`config.mk`:
```
export PLATFORM = sky130hd
export DESIGN_NAME = poly_mult_modq_ctrl
export DESIGN_NICKNAME = d
export VERILOG_FILES = /design/src/rtl/poly_mult_modq_ctrl.sv
export SDC_FILE = /design/constraint.sdc
export NUM_CORES = 1
export LEC_CHECK = 0
export CAP_MARGIN = 30
export CORE_UTILIZATION = 37
export CTS_CLUSTER_DIAMETER = 100
export CTS_CLUSTER_SIZE = 25
export DETAILED_ROUTE_END_ITERATION = 16
export SYNTH_ARGS = -nofsm -noshare
export SYNTH_HDL_FRONTEND = slang
export SYNTH_SLANG_ARGS = --single-unit
```
`constraint.sdc`:
```
create_clock -name clk -period 35.7 [get_ports clk]
set_clock_uncertainty 0.1 [all_clocks]
set_input_delay 7.14 -clock clk [delete_from_list [all_inputs] [get_ports clk]]
set_output_delay 7.14 -clock clk [all_outputs]
set_load 0.02 [all_outputs]
```
`src/rtl/poly_mult_modq_ctrl.sv`:
```
// Schoolbook polynomial multiplier over Z_Q with optional reduction modulo
// x^P - x - 1. It drives external A, B and product memories with 1-cycle read latency.
module poly_mult_modq_ctrl #(
  parameter int P  = 757,
  parameter int Q  = 5167,
  parameter int CW = 13,
  parameter int AW = 11
) (
  input  logic          clk,
  input  logic          rst_n,
  input  logic          start,
  input  logic [AW-1:0] dega,
  input  logic [AW-1:0] degb,
  input  logic          mode,
  output logic [AW-1:0] a_addr,
  input  logic [CW-1:0] a_rdata,
  output logic [AW-1:0] b_addr,
  input  logic [CW-1:0] b_rdata,
  output logic [AW-1:0] p_addr,
  output logic          p_we,
  output logic [CW-1:0] p_wdata,
  input  logic [CW-1:0] p_rdata,
  output logic          busy,
  output logic          done,
  output logic          err,
  output logic [AW-1:0] degc,
  output logic          zero,
  output logic [3:0]    o_dbg_state
);

  // Handshake: start is a one-cycle request and is accepted only in IDLE.
  // dega, degb and mode are captured in that same cycle. busy stays high until
  // the result is written. done then pulses for one cycle, and err, degc and
  // zero are valid with it. degc and zero hold until the next accepted start.

  typedef enum logic [3:0] {
    S_IDLE   = 4'd0,
    S_CLEAR  = 4'd1,
    S_MAC_RD = 4'd2,
    S_MAC_WR = 4'd3,
    S_F_RDH  = 4'd4,
    S_F_RDL  = 4'd5,
    S_F_WRL  = 4'd6,
    S_F_RDL1 = 4'd7,
    S_F_WRL1 = 4'd8,
    S_DEG    = 4'd9,
    S_DONE   = 4'd10
  } state_t;

  localparam logic [AW-1:0]   P_A  = AW'(P);
  localparam logic [AW-1:0]   P_M1 = AW'(P - 1);
  localparam logic [AW-1:0]   ONE  = AW'(1);
  localparam logic [2*CW:0]   QM   = (2*CW+1)'(Q);
  localparam logic [CW:0]     QF   = (CW+1)'(Q);

  state_t        r_state;
  logic [AW-1:0] r_dega;
  logic [AW-1:0] r_degb;
  logic          r_mode;
  logic [AW-1:0] r_sum;
  logic [AW-1:0] r_a_addr;
  logic [AW-1:0] r_b_addr;
  logic [AW-1:0] r_p_addr;
  logic [AW-1:0] r_k;
  logic [CW-1:0] r_hi;
  logic [AW-1:0] r_chk;
  logic          r_dvalid;
  logic          r_busy;
  logic          r_done;
  logic          r_err;
  logic [AW-1:0] r_degc;
  logic          r_zero;

  logic [2*CW-1:0] w_prod;
  logic [2*CW:0]   w_mac_sum;
  logic [CW:0]     w_fold_sum;
  logic [CW:0]     w_fold_red;
  logic [CW-1:0]   w_wdata;

  assign w_prod     = {{CW{1'b0}}, a_rdata} * {{CW{1'b0}}, b_rdata};
  assign w_mac_sum  = {1'b0, w_prod} + {{(CW+1){1'b0}}, p_rdata};
  // Both fold operands are already below Q, so one conditional subtract is enough.
  assign w_fold_sum = {1'b0, p_rdata} + {1'b0, r_hi};
  assign w_fold_red = (w_fold_sum >= QF) ? (w_fold_sum - QF) : w_fold_sum;

  // Write data depends on the read data that arrives in the write cycle.
  always_comb begin
    w_wdata = '0;
    case (r_state)
      S_MAC_WR:           w_wdata = CW'(w_mac_sum % QM);
      S_F_WRL, S_F_WRL1:  w_wdata = CW'(w_fold_red);
      default:            w_wdata = '0;
    endcase
  end

  always_ff @(posedge clk or negedge rst_n) begin
    if (!rst_n) begin
      r_state  <= S_IDLE;
      r_dega   <= '0;
      r_degb   <= '0;
      r_mode   <= 1'b0;
      r_sum    <= '0;
      r_a_addr <= '0;
      r_b_addr <= '0;
      r_p_addr <= '0;
      r_k      <= '0;
      r_hi     <= '0;
      r_chk    <= '0;
      r_dvalid <= 1'b0;
      r_busy   <= 1'b0;
      r_done   <= 1'b0;
      r_err    <= 1'b0;
      r_degc   <= '0;
      r_zero   <= 1'b0;
    end else begin
      r_done <= 1'b0;
      case (r_state)
        S_IDLE: begin
          if (start) begin
            r_dega <= dega;
            r_degb <= degb;
            r_mode <= mode;
            r_sum  <= dega + degb;
            r_err  <= 1'b0;
            r_degc <= '0;
            r_zero <= 1'b0;
            if ((dega > P_M1) || (degb > P_M1)) begin
              r_state <= S_DONE;
              r_done  <= 1'b1;
              r_err   <= 1'b1;
            end else begin
              r_state  <= S_CLEAR;
              r_busy   <= 1'b1;
              r_p_addr <= '0;
            end
          end
        end
        S_CLEAR: begin
          if (r_p_addr == r_sum) begin
            r_state  <= S_MAC_RD;
            r_a_addr <= '0;
            r_b_addr <= '0;
            r_p_addr <= '0;
          end else begin
            r_p_addr <= r_p_addr + ONE;
          end
        end
        S_MAC_RD: begin
          r_state <= S_MAC_WR;
        end
        S_MAC_WR: begin
          if (r_b_addr != r_degb) begin
            r_state  <= S_MAC_RD;
            r_b_addr <= r_b_addr + ONE;
            r_p_addr <= r_p_addr + ONE;
          end else if (r_a_addr != r_dega) begin
            r_state  <= S_MAC_RD;
            r_a_addr <= r_a_addr + ONE;
            r_b_addr <= '0;
            r_p_addr <= r_a_addr + ONE;
          end else if (r_mode && (r_sum >= P_A)) begin
            r_state  <= S_F_RDH;
            r_k      <= P_A;
            r_p_addr <= P_A;
          end else begin
            r_state  <= S_DEG;
            r_p_addr <= r_sum;
            r_dvalid <= 1'b0;
          end
        end
        // Fold x^k = x^(k-P) * (x + 1): coefficient k lands on k-P and k-P+1.
        S_F_RDH: begin
          r_state  <= S_F_RDL;
          r_p_addr <= r_k - P_A;
        end
        S_F_RDL: begin
          r_state <= S_F_WRL;
          r_hi    <= p_rdata;
        end
        S_F_WRL: begin
          r_state  <= S_F_RDL1;
          r_p_addr <= r_p_addr + ONE;
        end
        S_F_RDL1: begin
          r_state <= S_F_WRL1;
        end
        S_F_WRL1: begin
          if (r_k == r_sum) begin
            r_state  <= S_DEG;
            r_p_addr <= P_M1;
            r_dvalid <= 1'b0;
          end else begin
            r_state  <= S_F_RDH;
            r_k      <= r_k + ONE;
            r_p_addr <= r_k + ONE;
          end
        end
        // r_chk trails the presented address by one cycle and matches p_rdata.
        S_DEG: begin
          r_dvalid <= 1'b1;
          r_chk    <= r_p_addr;
          if (r_p_addr != '0) r_p_addr <= r_p_addr - ONE;
          if (r_dvalid && (p_rdata != '0)) begin
            r_degc   <= r_chk;
            r_state  <= S_DONE;
            r_done   <= 1'b1;
            r_busy   <= 1'b0;
            r_p_addr <= '0;
          end else if (r_dvalid && (r_chk == '0)) begin
            r_degc   <= '0;
            r_zero   <= 1'b1;
            r_state  <= S_DONE;
            r_done   <= 1'b1;
            r_busy   <= 1'b0;
            r_p_addr <= '0;
          end
        end
        S_DONE: begin
          r_state <= S_IDLE;
        end
        default: begin
          r_state <= S_IDLE;
          r_busy  <= 1'b0;
        end
      endcase
    end
  end

  assign a_addr      = r_a_addr;
  assign b_addr      = r_b_addr;
  assign p_addr      = r_p_addr;
  assign p_we        = (r_state == S_CLEAR) || (r_state == S_MAC_WR) ||
                       (r_state == S_F_WRL) || (r_state == S_F_WRL1);
  assign p_wdata     = w_wdata;
  assign busy        = r_busy;
  assign done        = r_done;
  assign err         = r_err;
  assign degc        = r_degc;
  assign zero        = r_zero;
  assign o_dbg_state = r_state;

endmodule
```
==> summary.md <==
| Metric | Value |
|---|---|
| # rows | 90 |
| CTS clk-pin slew, worst paths | around 0.06 ns |
| Starting Density | approximately 38% |
| Slew Viols, Final | 0 |
| Pre-antenna DRT Iters | 7 |
| Met2 wire length | 32.46 mm |
| First-pass GRT wire length | 116.1 mm |
| Root Driver | clkbuf_16 |
| Final Hold Fails | 0 |
| Syn Nets | between 3000 and 4000 |
| Num CTS Buffers | 17 |
| Antenna violations before repair | 3 |
| Async SR Flop Fraction | 100.0% |
| Die ar. | ~63000 um2 |
| Worst Path Max Fanout | 13 |
| Largest stage delay, worst path | 0.55 ns |
| Metal-1 WL | approximately 35 mm |
| Syn Inst Count | 2940 |
| GRT Total Usage | between 20% and 30% |
| CTS tree | built |
| Via count | ~23000 |
| Critical path's most frequent cell | buf_4 |
| WS Path Type | input pin to output port |
| Vert. Die Dim | 250.9 um |
| Status | finished clean |
| Area grow syn2layout | 24.52% |
| Total Nets Final | between 3000 and 4000 |
| Clock latency on the worst-skew pair | roughly 0.42 ns |
| Compound-Gate Fraction of Synth Area | 26.49% |
| Highest metal used | met4 |
| Post-synth EDFFs | 0 |
| Max_slew headroom | between 30% and 40% |
| Post-synthesis cell area | about 23000 um2 |
| Ys Warns | 0 |
| Final ANT Viol Nets | 0 |
| Number of global-route vias before repair | 21930 |
| Max-cap violations | 0 |
| Final min period | ~35 ns |
| # setup viols final | 0 |
| GPL Wtd Cong | between 0.9 and 1 |
| Mapped Avg Cell Area | ~7.8 um2 |
| FMAX | between 20 and 30 MHz |
| Largest net degree at the start of global routing | 66 |
| Vias per cell | between 5 and 6 |
| Die X | ~250 um |
| Xor and xnor area share after synthesis | 9.131% |
| I/O Pins | around 130 |
| Placed cells | around 4000 |
| Iteration-0 DRC count of the detailed router | about 1800 |
| WP data arrival | between 20 and 30 ns |
| Drt drc | 0 |
| H-tree depth | 4 |
| Remaining Overflow, GRT | 0 |
| Netlist cell types | ~130 |
| Hpwl dp | 58.54 mm |
| Synth Register Bits | about 120 |
| Core area | between 60000 and 70000 um2 |
| Worst-Margin Slew | 0.9349 ns |
| DR WL/cell | ~18 um |
| Post-synthesis simple-gate area fraction | 24.21% |
| Period Utilization, post-route | between 90% and 100% |
| Routed WL | between 70 and 80 mm |
| Share of layout cells above drive strength 1 | a little under a fifth |
| # clock sinks | ~120 |
| Adder-Cell Fraction of Synth Area | a little under a fifth |
| Critical-path top delay cell | fa_1 |
| Worst Hold Class | flop to flop |
| # port buffers | 130 |
| Largest family of logic cells by synthesized area | compound AO/OA/AOI/OAI gates |
| Worst Setup End Kind | output port |
| Mux cell area share after synthesis | between 2 and 2.5% |
| Required @ worst endpoint | ~28 ns |
| Prevailing post-synth register cell | dfrtp_1 |
| Crit path launch type | input pin |
| Hold-fix buffers at CTS | 0 |
| Sequential share of the synthesized area | between 10% and 20% |
| Clock buffer depth | 2 |
| Layout Cells excl Fill | between 4000 and 5000 |
| Met3 Wirelength | approximately 3.8 mm |
state kept, by name, summed over array words and instances, names as in the netlist, 4 cells and up:
signal / count
r_dega: 11
r_k: 11
r_sum: 11
a_addr: 11
b_addr: 11
degc: 11
r_chk: 11
r_degb: 11
r_hi: 13
p_addr: 11
o_dbg_state: 4
stage by stage:
step           TNS [ns]  util [%]  hold slack [ns]  cell area [um2]  worst slack [ns]
2_1_floorplan         0         -           0.3552            22920             1.416
3_3_place_gp   -0.01976     44.24           0.3789            26900          -0.01676
3_5_place_dp     -2.080     44.26           0.3870            26910           -0.2225
4_1_cts               0     45.30           0.4008            27550         0.0003659
5_1_grt         -0.6407     46.94           0.4135            28540          -0.08173
6_report              0     46.94           0.3967            28540            0.9204
timing repair:
action / 4_1_cts / 5_1_grt
setup endpoints to repair: 13 / 13
buffers inserted: 0 / 21
resized for setup: 16 / 194
pin swaps: 0 / 34
gates cloned: 0 / 1
final cells by class:
type,instances,area [um2]
clock inverter,14,126.4
clock buffer,18,439.2
tap,782,978.4
timing repair buffer,447,3722
sequential,122,3053
multi-input combinational,2495,19450
inverter,205,769.5
fill,6058,32260
antenna,1,2.502
layout by cell type, fill, tap and decap left out, drive strengths merged, types with 17 or more instances in the layout:
| master | instances |
|---|---|
| o21bai | 17 |
| buf | 319 |
| nand3 | 90 |
| clkbuf | 23 |
| o31ai | 28 |
| a31oi | 33 |
| nand2 | 350 |
| dlymetal6s2s | 23 |
| a21boi | 22 |
| o211ai | 34 |
| inv | 204 |
| nor2 | 196 |
| a22o | 22 |
| or2 | 29 |
| nor4 | 30 |
| a211oi | 41 |
| and2 | 126 |
| nor2b | 18 |
| mux2i | 18 |
| o21a | 28 |
| o22ai | 25 |
| fa | 133 |
| clkdlybuf4s50 | 97 |
| a21o | 35 |
| xnor2 | 152 |
| o21ai | 184 |
| mux2 | 33 |
| a21oi | 155 |
| nor3 | 84 |
| ha | 127 |
| xor2 | 81 |
| nand4 | 41 |
| nand2b | 39 |
| or3 | 21 |
| dfrtp | 122 |
| and3 | 42 |
per-layer routing:
| metal | GRT usage, % | vias to the layer above |
|---|---|---|
| li1 | - | 11290 |
| met1 | 32.55 | 11230 |
| met2 | 35.06 | 663 |
| met3 | 2.837 | 74 |
| met4 | 4.007 | 0 |
| met5 | 0 | - |
final timing paths:
| check | slack (ns) | end | start | cells past startpoint |
|---|---|---|---|---|
| max | 0.92 | p_wdata[6] | a_rdata[6] | 88 |
| min reg2reg | 0.40 | err$_DFFE_PN0P_ | err$_DFFE_PN0P_ | 1 |
| min | 0.40 | err$_DFFE_PN0P_ | err$_DFFE_PN0P_ | 1 |
| max in group asynchronous | 27.47 | r_sum[8]$_DFFE_PN0P_ | rst_n | 2 |
| max reg2reg | 31.46 | p_addr[1]$_DFFE_PN0P_ | o_dbg_state[2]$_DFFE_PN0P_ | 8 |
| min in group asynchronous | 6.68 | degc[1]$_DFFE_PN0P_ | rst_n | 1 |
cells in the mapped netlist, types with 24 or more instances:
cell      count  area (um2)
o21ai_0     142       710.7
o21a_1       27       202.7
and3_1       42       262.8
and2_1      124       775.7
a31oi_1      27       168.9
nand4_1      41       256.5
o31ai_1      24       180.2
dfrtp_1     122        3053
fa_1        133        2663
nor4_1       29       181.4
xnor2_1     150        1314
o211ai_1     31       232.7
mux2_2       31       349.1
buf_2        27       135.1
nand3_1      90       450.4
a211oi_1     27       202.7
inv_1       203       762.0
ha_1        127        1589
xor2_1       79       691.9
o21ai_1      36       180.2
nand2_1     350        1314
a21o_1       34       255.2
clkbuf_1     83       311.6
a21oi_1     150       750.7
nor3_1       79       395.4
nand2b_1     39       244.0
nor2_1      194       728.2
critical path: cells and delay by family:
| kind | cells | cell delay [ns] |
|---|---|---|
| simple gates | 14 | 3.05 |
| xor+xnor | 4 | 0.64 |
| mux | 3 | 1.02 |
| buf+inv | 20 | 3.31 |
| compound gates | 39 | 8.74 |
| fa+ha+maj | 8 | 3.59 |
logic make-up (layout without fill, tap and decap cells):
family,after synthesis,count (layout)
AND/OR/NAND/NOR,1114,1114
AO/OA/AOI/OAI,828,829
buffers and inverters,324,684
adder cells (fa/ha/maj),267,267
XOR/XNOR,234,234
flip-flops,122,122
multiplexers,51,51
other,0,1
Power is not shown: default switching activity piles up to over one toggle a cycle in this logic, so the estimate is an artifact.
